**src/rtl/div_unit.sv**
```systemverilog
// RV32M DIV/DIVU/REM/REMU unit, radix-2 restoring, one quotient bit per cycle.
// Latency: 33 cycles normal, 1 cycle for divide-by-zero / signed overflow.
// Backpressure: start_i ignored while busy_o; flush_i aborts with no write.
module div_unit (
    input  logic        clk,
    input  logic        rst_n,
    input  logic        start_i,
    input  logic [1:0]  op_i,
    input  logic [31:0] opA_i,
    input  logic [31:0] opB_i,
    input  logic [4:0]  rd_i,
    input  logic        flush_i,
    output logic        busy_o,
    output logic        done_o,
    output logic        wen_o,
    output logic [4:0]  regW_sel_o,
    output logic [31:0] regW_o
);

    typedef enum logic [1:0] {IDLE, CALC, DONE} state_t;

    state_t      state, state_nxt;
    logic [1:0]  op_q;
    logic [4:0]  rd_q;
    logic [4:0]  sel_q;
    logic [4:0]  cnt_q;
    logic [31:0] dvd_q;
    logic [31:0] dvs_q;
    logic [31:0] rem_q;
    logic [31:0] res_q;
    logic        qneg_q;
    logic        rneg_q;

    logic        accept;
    logic        signed_op;
    logic        a_neg, b_neg;
    logic [31:0] a_abs, b_abs;
    logic        div_zero, ovf, special;
    logic [31:0] spec_res;

    logic [32:0] shifted, trial;
    logic        qbit;
    logic [31:0] rem_nxt, quo_nxt, rem_fin, quo_fin, calc_res;

    always_comb begin
        accept    = (state == IDLE) && start_i && !flush_i;
        signed_op = ~op_i[0];
        a_neg     = signed_op & opA_i[31];
        b_neg     = signed_op & opB_i[31];
        a_abs     = a_neg ? (~opA_i + 32'd1) : opA_i;
        b_abs     = b_neg ? (~opB_i + 32'd1) : opB_i;
        div_zero  = (opB_i == 32'd0);
        ovf       = signed_op && (opA_i == 32'h8000_0000) && (opB_i == 32'hFFFF_FFFF);
        special   = div_zero || ovf;
        if (div_zero)
            spec_res = op_i[1] ? opA_i : 32'hFFFF_FFFF;
        else
            spec_res = op_i[1] ? 32'd0 : 32'h8000_0000;
    end

    // One restoring step: the 33-bit trial keeps the borrow as the sign.
    always_comb begin
        shifted  = {rem_q, dvd_q[31]};
        trial    = shifted - {1'b0, dvs_q};
        qbit     = ~trial[32];
        rem_nxt  = qbit ? trial[31:0] : shifted[31:0];
        quo_nxt  = {dvd_q[30:0], qbit};
        rem_fin  = rneg_q ? (~rem_nxt + 32'd1) : rem_nxt;
        quo_fin  = qneg_q ? (~quo_nxt + 32'd1) : quo_nxt;
        calc_res = op_q[1] ? rem_fin : quo_fin;
    end

    always_comb begin
        state_nxt = state;
        case (state)
            IDLE:    if (accept) state_nxt = special ? DONE : CALC;
            CALC:    if (cnt_q == 5'd0) state_nxt = DONE;
            DONE:    state_nxt = IDLE;
            default: state_nxt = IDLE;
        endcase
        if (flush_i)
            state_nxt = IDLE;
    end

    always_ff @(posedge clk or negedge rst_n) begin
        if (!rst_n) begin
            state  <= IDLE;
            op_q   <= 2'd0;
            rd_q   <= 5'd0;
            sel_q  <= 5'd0;
            cnt_q  <= 5'd0;
            dvd_q  <= 32'd0;
            dvs_q  <= 32'd0;
            rem_q  <= 32'd0;
            res_q  <= 32'd0;
            qneg_q <= 1'b0;
            rneg_q <= 1'b0;
        end else begin
            state <= state_nxt;
            if (accept) begin
                op_q   <= op_i;
                rd_q   <= rd_i;
                dvd_q  <= a_abs;
                dvs_q  <= b_abs;
                rem_q  <= 32'd0;
                cnt_q  <= 5'd31;
                qneg_q <= a_neg ^ b_neg;
                rneg_q <= a_neg;
                if (special) begin
                    res_q <= spec_res;
                    sel_q <= rd_i;
                end
            end else if (state == CALC && !flush_i) begin
                rem_q <= rem_nxt;
                dvd_q <= quo_nxt;
                cnt_q <= cnt_q - 5'd1;
                if (cnt_q == 5'd0) begin
                    res_q <= calc_res;
                    sel_q <= rd_q;
                end
            end
        end
    end

    // Result/select registers only change on entry to DONE, so they hold otherwise.
    assign busy_o     = (state != IDLE);
    assign done_o     = (state == DONE) && !flush_i;
    assign wen_o      = done_o && (sel_q != 5'd0);
    assign regW_sel_o = sel_q;
    assign regW_o     = res_q;

endmodule

```
**config.mk**
```make
export PLATFORM = sky130hd
export DESIGN_NAME = div_unit
export DESIGN_NICKNAME = d
export VERILOG_FILES = /design/src/rtl/div_unit.sv
export SDC_FILE = /design/constraint.sdc
export NUM_CORES = 1
export LEC_CHECK = 0
export BUFFER_PORTS_ARGS = -buffer_cell sky130_fd_sc_hd__buf_2
export CORE_MARGIN = 1.5
export CORE_UTILIZATION = 60
export CTS_CLUSTER_SIZE = 30
export DETAILED_ROUTE_END_ITERATION = 12
export PLACE_DENSITY = 0.78
export SETUP_SLACK_MARGIN = 0.1
export SLEW_MARGIN = 20
export SYNTH_ARGS = -nofsm -noshare
export SYNTH_HDL_FRONTEND = slang
export SYNTH_SLANG_ARGS = --single-unit
```
**constraint.sdc**
```tcl
create_clock -name clk -period 7.87 [get_ports clk]
set_clock_uncertainty 0.15 [all_clocks]
set_input_delay 0.3935 -clock clk [delete_from_list [all_inputs] [get_ports clk]]
set_output_delay 0.3935 -clock clk [all_outputs]
set_load 0.01 [all_outputs]
```
==> impl.org, run 1 <==
** Clocking
- The clock drives 148 sinks.
- Resized Gates After CTS :: 0
- After clock tree synthesis, the flow added hold-fix buffers numbering 1.
- H-Tree Level Count :: 4
- The clock passes through at most 2 buffers.
- The number of setup buffers added after CTS is 0.
- At the later pin of the worst-skew pair, clock insertion delay measures 0.44 ns.
- TritonCTS built the clock tree.
- Clk pin slew, worst setup/hold paths :: 0.07 ns
- Clock Tree Root :: sky130_fd_sc_hd__clkbuf_16
- Number of buffers inserted during clock tree synthesis :: 17

** Drt
- Total routed wirelength :: 34.58 mm
- In the routed design, unresolved DRC markers number 0.
- Via density per instance :: 6.331
- Total number of vias :: 11360
- The count of nets left with antenna violations once routing finished came out at 0.
- Before antenna repair, the detailed router went through 8 iterations.
- After detailed routing, the average wire length per cell comes to 19.27 µm.
- In this run, the number of DRC markers left after iteration 0 of detailed routing was 1175.

** Global route
- Global routing used 57.36% of the available met2 tracks.
- met2 is the most crowded layer.
- Aggregate global-route resource usage :: 35.08%
- The initial antenna violation count came to 0.
- Residual overflow from global routing :: 0
- Entering global routing, the biggest net connects 76 pins.
- Met3 track demand over resource :: 5.754%
- Met1 Resource Use GR :: 47.32%
- The via count of the first global-routing pass is 10700.
- Global-route wire length before repair :: 55.75 mm

** Layout
- Post-synthesis to final-layout area growth :: 10.81%
- Final cell count without fillers :: 1795
- The filler cells instantiated in the layout total 1637.
- Multi-input gate area in the final layout :: 0.007385 mm²
- Share of cells above drive strength 1 :: 13.36%
- Final core area utilization :: 68.27%
- Fin nets :: 1636
- Area occupied by registers :: 0.003704 mm²

** Die
- # IOs :: 115
- Measured along the y axis, the die boundary spans 142.1 µm.
- Width of the die :: 142.1 µm
- Site row count :: 50
- The total area inside the core boundary comes to 0.01883 mm².
- Die area :: 0.02018 mm²
- For this configuration, the core starts out at a cell density of 61.61%.

** Logic synthesis
- Flop and latch count out of synthesis :: 148
- Number of different library cells in the post-synthesis netlist :: 87
- Summed over all instances, the cell type with the most area after synthesis is sky130_fd_sc_hd__dfrtp_1.
- Dividing the synthesized area by the synthesized cell count gives 7.995 µm².
- Sequential elements use 31.92% of the synthesized area.
- Number of synthesized flops with an enable pin :: 0
- Dominant cells by area after synthesis :: sky130_fd_sc_hd__dfrtp_1, sky130_fd_sc_hd__o21ai_0, sky130_fd_sc_hd__nand2_1
- The commonest cells after synthesis are sky130_fd_sc_hd__nand2_1, sky130_fd_sc_hd__o21ai_0, sky130_fd_sc_hd__dfrtp_1.
- In the post-synthesis netlist, the cell with the most instances is sky130_fd_sc_hd__nand2_1.
- Synthesis produced a netlist with a net count of 1566.
- In the synthesized netlist the dominant register cell turns out to be sky130_fd_sc_hd__dfrtp_1.
- Number of synthesis warnings :: 0
- Cell area after synthesis :: 0.01160 mm²
- The synthesized design devotes to its leading area cell type 31.92% of total area.
- Counting every instance in the synthesized netlist gives 1451.
- For this run, asynchronously set or reset flops after synthesis account for 100.0%.

** Power
- In this run the power spent charging and discharging nets is 2493 µW.
- Of the total power, the share spent switching nets is 50.54%.
- Across the VDD grid, the largest voltage drop is 256.1 µV.
- Cell internal power was estimated by the tool at 2440 µW.
- Cell Pwr Density :: 383.7 mW/mm²
- Clk network pwr share :: 16.2%
- Summed over all cells, the static leakage comes to 0.005679 µW.
- Combinational logic is responsible for 61.0% of the overall power.
- Sequential share of power :: 22.9%

** Timing
- Slew at the pin closest to its max-slew limit :: 1.034 ns
- Final setup margin :: 1.618 ns
- Summed over all failing endpoints, the final setup total negative slack is 0 ns.
- Crit path time final :: 6.252 ns
- Remaining max-slew budget at the tightest pin :: 31.09%
- Setup repair after global routing left no endpoint under its margin.
- Final setup fails :: 0
- Hold slack :: 0.01383 ns
- Final-report hold violation count :: 0
- Achievable Freq :: 159.9 MHz
- Fin crit share :: 79.45%
- Pins over their slew limit :: 0

** Place
- Input and output buffers added on the ports amount to 114.
- After detailed placement, the design holds a cell count of 1761.
- Final GP Congestion :: 0.9196
- Detailed placement finished with a half-perimeter wire length of 25.63 mm.
- DP Worst Slack :: 1.714 ns

** Setup path
- Required time of the critical path :: 8.06 ns
- Along the worst path, the maximum fanout reaches 45.
- Data arrival time of the critical path :: 6.44 ns
- In this design, the largest share of critical-path delay is due to compound AO/OA/AOI/OAI gates.
- Worst Path Buf+Inv :: 3
- On the critical path, the stage with the largest delay is an instance of sky130_fd_sc_hd__nor2_8.
- Traced cell by cell, the critical path runs through inv_1, ha_1, fa_1, nand2b_1, a21oi_1, o211ai_2, a21oi_2, nor3_4, nor2_8, inv_2, a21oi_1, ha_1, inv_1, or4_1, nor3_1, o211ai_4, o31ai_2, xnor2_1, a21oi_1, a221oi_1.
- Most used cell, CP :: sky130_fd_sc_hd__a21oi_1
- Beginning of the critical path :: dvd_q[31]$_DFFE_PN0P_
- Largest stage delay on the critical path :: 0.60 ns
- The worst setup path is of the reg -> reg kind.
- Worst Setup Start Kind :: flop
- Startpoint of the worst register-to-register path :: dvd_q[31]$_DFFE_PN0P_
- Endpoint kind of the worst setup timing path :: flop

** Min path
- Hold Path Class :: in -> reg
- The worst hold path begins at rd_i[3].

** Flow run
- Total of max-cap violations :: 0

** Status
- The flow ran to the end, and the final reports show no timing, DRC or antenna violations.
logic make-up (layout without fill, tap and decap cells):
family	count (synthesis)	after routing	synth area share [%]
xor gates and xnor gates	140	140	10.57
muxes	26	26	2.394
adders and majority gates	40	40	4.379
DFF	148	148	31.92
and+or+nand+nor	488	488	20.11
other	0	1	0
AOI/OAI and AO/OA	478	478	26.08
buffers and inverters	131	214	4.540
tightest hold or removal path: stages:
cell and delay, ns:
sky130_fd_sc_hd__buf_2 0.07, sky130_fd_sc_hd__nand2_1 0.04, sky130_fd_sc_hd__nand2_1 0.06
flip-flops by register name (all words and copies together) (netlist names):
register    count
dvd_q          32
dvs_q          32
regW_o         32
rem_q          32
cnt_q           5
rd_q            5
regW_sel_o      5
state           2
op_q            1
qneg_q          1
rneg_q          1
path summary, 6_finish.rpt:
kind	to	slack (ns)	cells after the start
setup / recovery	regW_o[20]$_DFFE_PN0P_	1.62	20
hold / removal	rd_q[3]$_DFFE_PN0P_	0.01	3
setup reg to reg	regW_o[20]$_DFFE_PN0P_	1.62	20
hold reg to reg	rd_q[3]$_DFFE_PN0P_	0.32	2
max in group asynchronous	regW_sel_o[2]$_DFFE_PN0P_	5.72	3
min in group asynchronous	dvs_q[30]$_DFFE_PN0P_	0.40	2
power by group through the flow:
stage	registers (µW)	clock network [µW]	logic [µW]
finish	1130	797	3010
global route	1150	825	3310
CTS	1120	793	2960
detailed placement	1130	0	2940
global placement	1130	0	2880
floorplan	1060	0	2330
area by class of cell:
cell class / instances / share of cell area (%)
Sequential cell: 148 / 28.81
Tap cell: 260 / 2.531
Multi-Input combinational cell: 1172 / 57.45
Timing Repair Buffer: 126 / 5.207
Antenna cell: 1 / 0.01947
Clock buffer: 18 / 3.416
Inverter: 56 / 1.635
Clock inverter: 14 / 0.9344
cell usage in the layout, fill, tap and decap left out, types with 19 or more instances in the layout:
| cell type | instances |
|---|---|
| sky130_fd_sc_hd__dfrtp_1 | 148 |
| sky130_fd_sc_hd__xor2_1 | 67 |
| sky130_fd_sc_hd__nor2_1 | 115 |
| sky130_fd_sc_hd__nor3_1 | 34 |
| sky130_fd_sc_hd__o31ai_1 | 23 |
| sky130_fd_sc_hd__buf_2 | 113 |
| sky130_fd_sc_hd__nand3_1 | 19 |
| sky130_fd_sc_hd__a21oi_1 | 108 |
| sky130_fd_sc_hd__a22oi_1 | 34 |
| sky130_fd_sc_hd__ha_1 | 39 |
| sky130_fd_sc_hd__o21ai_0 | 169 |
| sky130_fd_sc_hd__nand2_1 | 199 |
| sky130_fd_sc_hd__inv_1 | 54 |
| sky130_fd_sc_hd__xnor2_1 | 73 |
| sky130_fd_sc_hd__o211ai_1 | 20 |
per-stage QoR:
step | total power (µW) | instance area [µm²]
CTS | 4874 | 12850
global route | 5280 | 12850
detailed placement | 4070 | 12280
floorplan | 3388 | 11600
finish | 4933 | 12850
global placement | 4011 | 12280
routing by layer:
metal	part of all wire, %	wire, µm	vias up
met3	8.0	2757	76
met5	0	0	-
met2	47	16210	503
li1	-	-	5364
met1	42	14630	5421
met4	2.8	985	0
Note: power is estimated with default switching activity, not from simulation.
==> run 2, diff against run 1 <==
--- a/config.mk
+++ b/config.mk
@@ -5,12 +5,13 @@
 export SDC_FILE = /design/constraint.sdc
 export NUM_CORES = 1
 export LEC_CHECK = 0
+export ABC_AREA = 1
 export BUFFER_PORTS_ARGS = -buffer_cell sky130_fd_sc_hd__buf_2
 export CORE_MARGIN = 1.5
-export CORE_UTILIZATION = 60
+export CORE_UTILIZATION = 56
 export CTS_CLUSTER_SIZE = 30
 export DETAILED_ROUTE_END_ITERATION = 12
-export PLACE_DENSITY = 0.78
+export PLACE_DENSITY = 0.76
 export SETUP_SLACK_MARGIN = 0.1
 export SLEW_MARGIN = 20
 export SYNTH_ARGS = -nofsm -noshare
==> constraint.sdc (replaced) <==
create_clock -name clk -period 5.5 [get_ports clk]
set_clock_uncertainty 0.15 [all_clocks]
set_input_delay 0.275 -clock clk [delete_from_list [all_inputs] [get_ports clk]]
set_output_delay 0.275 -clock clk [all_outputs]
set_load 0.01 [all_outputs]
==> run 2 against run 1 <==
  * Sequential cell count unchanged
  * Final area grew 13%
  * First-iteration DRC count increased by 18%
  * Hold slack worse by 0.0087 ns
  * Register-to-register slack worse by 0.50 ns
  * Critical path type unchanged
  * Largest cell class unchanged
  * Highest routed layer is now met5
==> impl.org, run 2 <==
** Timing
- Fin crit share :: 79.60%
- Remaining max-slew budget at the tightest pin :: 24.43%
- After routing, the total negative slack on setup checks comes to 0 ns.
- The total count of hold-check failures in the final report was 0.
- Setup violations remaining at the end of the flow were counted as 0.
- Slew at the pin closest to its max-slew limit :: 1.123 ns
- The final max-slew violation count came to 0.
- Achievable Freq :: 228.4 MHz
- Setup repair after global routing missed its margin :: false
- Hold slack :: 0.005123 ns
- The worst path in the final design needs a cycle of 4.378 ns, including I/O delays and setup.
- Across all setup checks in the final design, the least slack found is 1.122 ns.

** Power
- Worst voltage drop across the vdd grid :: 364.8 µV
- Power spread over the standard cell area amounts to 576.7 mW/mm².
- Clk network pwr share :: 15.5%
- Portion of total power attributed to combinational logic :: 65.3%
- In this run switching power makes up 54.91% of total power.
- Sequential share of power :: 19.1%
- Summed over all cells, the static leakage comes to 0.007722 µW.
- P_sw :: 4581 µW
- Design internal power :: 3762 µW

** Place
- Count of placed standard cells including taps :: 2402
- DP Worst Slack :: 1.242 ns
- Input/output buffers :: 114
- Once placement finished, the instance area stood at 0.01374 mm².
- HPWL after DPL :: 33.09 mm
- Final GP Congestion :: 0.9816

** Setup path
- Data arrives at the worst endpoint at 4.56 ns.
- Endpoint of the most critical register-to-register path :: regW_o[22]$_DFFE_PN0P_
- In this run the critical register-to-register path is launched from dvd_q[31]$_DFFE_PN0P_.
- The kind of cell with the highest combined delay along the critical path is simple AND/OR/NAND/NOR gates.
- Critical setup path kind :: reg -> reg
- Worst Setup Start Kind :: flop
- The most numerous cell type found on the critical path is sky130_fd_sc_hd__nand2_1.
- Setup slack on the worst reg-to-reg path comes out at 1.12 ns.
- The largest single stage delay on the critical path is 0.42 ns.
- Endpoint kind of the worst setup timing path :: flop
- The number of buffers and inverters on the critical path is 3.
- Count of cells along the worst register-to-register path :: 29
- Among all stages on the critical path, the largest delay is contributed by sky130_fd_sc_hd__buf_4.
- Required time of the critical path :: 5.68 ns
- Largest fanout on the critical path :: 37
- The critical path crosses 29 cells after its start point.

** Clocking
- Clock tree from TritonCTS :: done
- H-Tree Level Count :: 4
- In this run, CTS created clock tree buffers numbering 17.
- Clock-pin slew was measured on the worst setup and hold paths at 0.07 ns.
- In this run the clock root is driven by a sky130_fd_sc_hd__clkbuf_16.
- Clock latency on the worst-skew pair, taken at its later pin, is 0.44 ns.
- Max clock buf depth :: 2
- For this design, the sink count on the clock tree is 148.

** Global route
- Global-route wire length before repair :: 67.97 mm
- Via count of the first global-routing pass :: 12960
- The initial antenna violation count came to 4.
- Entering global routing, the biggest net connects 105 pins.
- Aggregate global-route resource usage :: 36.25%
- Residual overflow from global routing :: 0

** Logic synthesis
- Among all cell types in the netlist, the one instantiated most often is sky130_fd_sc_hd__nand2_1.
- Synth Flop Type :: sky130_fd_sc_hd__dfrtp_1
- Share of synthesized registers carrying an async set or reset :: 100.0%
- Synthesis inferred 148 register bits.
- Number of synthesis warnings :: 0
- Most frequent cells after synthesis :: sky130_fd_sc_hd__nand2_1, sky130_fd_sc_hd__inv_1, sky130_fd_sc_hd__nor2_1
- The share of synthesized area in the top cell type comes to 28.50%.
- The number of nets in the synthesized netlist is 2168.
- Cell area after synthesis :: 0.01300 mm²
- Dominant cells by area after synthesis :: sky130_fd_sc_hd__dfrtp_1, sky130_fd_sc_hd__nand2_1, sky130_fd_sc_hd__inv_1
- The biggest area contributor in the post-synthesis netlist is sky130_fd_sc_hd__dfrtp_1.
- In this run, distinct cell masters in the synthesized netlist total 52.
- Synthesis produced 2053 cells.
- In this run, synthesis inferred 0 flip-flops with an integrated enable.
- Synthesized area divided by synthesized cell count :: 6.330 µm²
- Sequential fraction of the synthesis area :: 28.50%

** Drt
- Detailed routing inserted a total of 13980 vias.
- Drt pass-1 iters :: 6
- Wire length on met1 :: 19.10 mm
- Average detailed-routed wire length per instance :: 17.71 µm
- Highest metal layer used by the detailed router :: met5
- For this block, the initial DRC count from the detailed router was 1392.
- In this run the remaining antenna-violating nets after routing total 0.
- The routed design uses 18.68 mm of met2 wire.
- Dividing the detail-routed via count by the number of cells gives 5.725.
- The routed design uses 3.786 mm of met3 wire.
- Total routed wirelength :: 43.26 mm
- In the routed design, unresolved DRC markers number 0.

** Flow run
- Max-cap violations in this run came to 0.

** Status
- The flow ran to the end, and the final reports show no timing, DRC or antenna violations.

** Min path
- Beginning of the worst hold path :: start_i
- The worst hold path was traced through 3 stages.
- Hold Path Class :: in -> reg
- WHS Endpoint :: state[1]$_DFFE_PN0P_

** Layout
- Post-synthesis to final-layout area growth :: 11.32%
- 0 antenna diodes ended up in the layout.
- After the flow finishes, the layout carries non-filler instances totaling 2442.
- Commonest cells after routing, fill and taps aside :: sky130_fd_sc_hd__nand2_1, sky130_fd_sc_hd__inv_1, sky130_fd_sc_hd__nor2_1
- Fin area :: 0.01447 mm²
- Fin nets :: 2259
- Share of cells above drive strength 1 :: 11.68%
- Most common library cell in the layout ignoring fill and taps :: sky130_fd_sc_hd__nand2_1

** Die
- Site row count :: 55
- The core region is 0.02271 mm².
- # IOs :: 115
- Measured along the x axis, the die boundary spans 155.3 µm.
- Die area :: 0.02413 mm²
- Initial cell density of the core :: 57.23%
- The die is 155.3 µm tall.
## run 2: changes by cell type after synthesis, sizes merged, moves of 24 or more
cell / delta
o31ai: -24
xnor2: -51
inv: +246
nand3: +126
a22oi: -32
o22ai: +34
nor2: +73
o21ai: -28
nand2: +460
a21oi: -36
## run 2: layout make-up
type / count / area (µm²)
Sequential cell: 148 / 3704
Multi-Input combinational cell: 1538 / 7853
Clock inverter: 15 / 209.0
Timing Repair Buffer: 137 / 787.0
Clock buffer: 17 / 425.4
Inverter: 302 / 1134
Fill cell: 2208 / 8242
Tap cell: 285 / 356.6
## run 2: repair_timing
item                                   CTS  global route
hold buffers                             7             0
gates resized for setup                  0             0
buffers inserted                         0             0
endpoints found under the hold margin  114             0
## run 2: routing by layer
layer / up-vias / global-route usage, %
li1: 6836 / -
met1: 6406 / 49.36
met2: 627 / 55.74
met3: 110 / 8.329
met4: 2 / 14.47
met5: - / 0
## run 2: logic make-up (layout without fill, tap and decap cells)
| group | after synthesis | count (layout) | synth area share, % |
|---|---|---|---|
| buf+inv | 367 | 471 | 11.20 |
| simple gates | 1102 | 1102 | 36.92 |
| flops | 148 | 148 | 28.50 |
| compound gates | 327 | 327 | 14.79 |
| mux | 1 | 1 | 0.1059 |
| xor+xnor | 68 | 68 | 4.583 |
| fa+ha+maj | 40 | 40 | 3.909 |
## run 2: worst max-delay path by stage
stage / endpoint / slack, ns / startpoint
final: regW_o[22]$_DFFE_PN0P_ / 1.12 / dvd_q[31]$_DFFE_PN0P_
after global routing: regW_o[26]$_DFFE_PN0P_ / 0.77 / dvd_q[31]$_DFFE_PN0P_
after CTS: regW_o[30]$_DFFE_PN0P_ / 1.22 / dvd_q[31]$_DFFE_PN0P_
after detailed placement: regW_o[24]$_DFFE_PN0P_ / 1.24 / dvd_q[31]$_DFFE_PN0P_
after global placement: regW_o[6]$_DFFE_PN0P_ / 1.33 / dvd_q[31]$_DFFE_PN0P_
after floorplan: regW_o[30]$_DFFE_PN0P_ / 1.49 / dvd_q[31]$_DFFE_PN0P_
## run 2: worst reg2reg max path: cells and delay by family (launching register included)
kind                     cells  cell delay (ns)
AND/OR/NAND/NOR             23             2.37
flip-flops                   1             0.34
adder cells (fa/ha/maj)      3             0.84
buffers and inverters        3             0.60
## run 2: power by group through the flow
stage | Clock (µW) | Sequential, µW | Combinational [µW]
floorplan | 0 | 1540 | 4050
global placement | 0 | 1600 | 5230
detailed placement | 0 | 1610 | 5280
CTS | 1300 | 1590 | 5320
global route | 1350 | 1620 | 6020
finish | 1300 | 1600 | 5450
## run 2: per-stage QoR
| stage | util [%] | power (µW) |
|---|---|---|
| after detailed placement | 60.48 | 6885 |
| after global routing | 63.71 | 8997 |
| after floorplan | - | 5593 |
| final | 63.71 | 8343 |
| after global placement | 60.48 | 6831 |
| after CTS | 63.59 | 8207 |
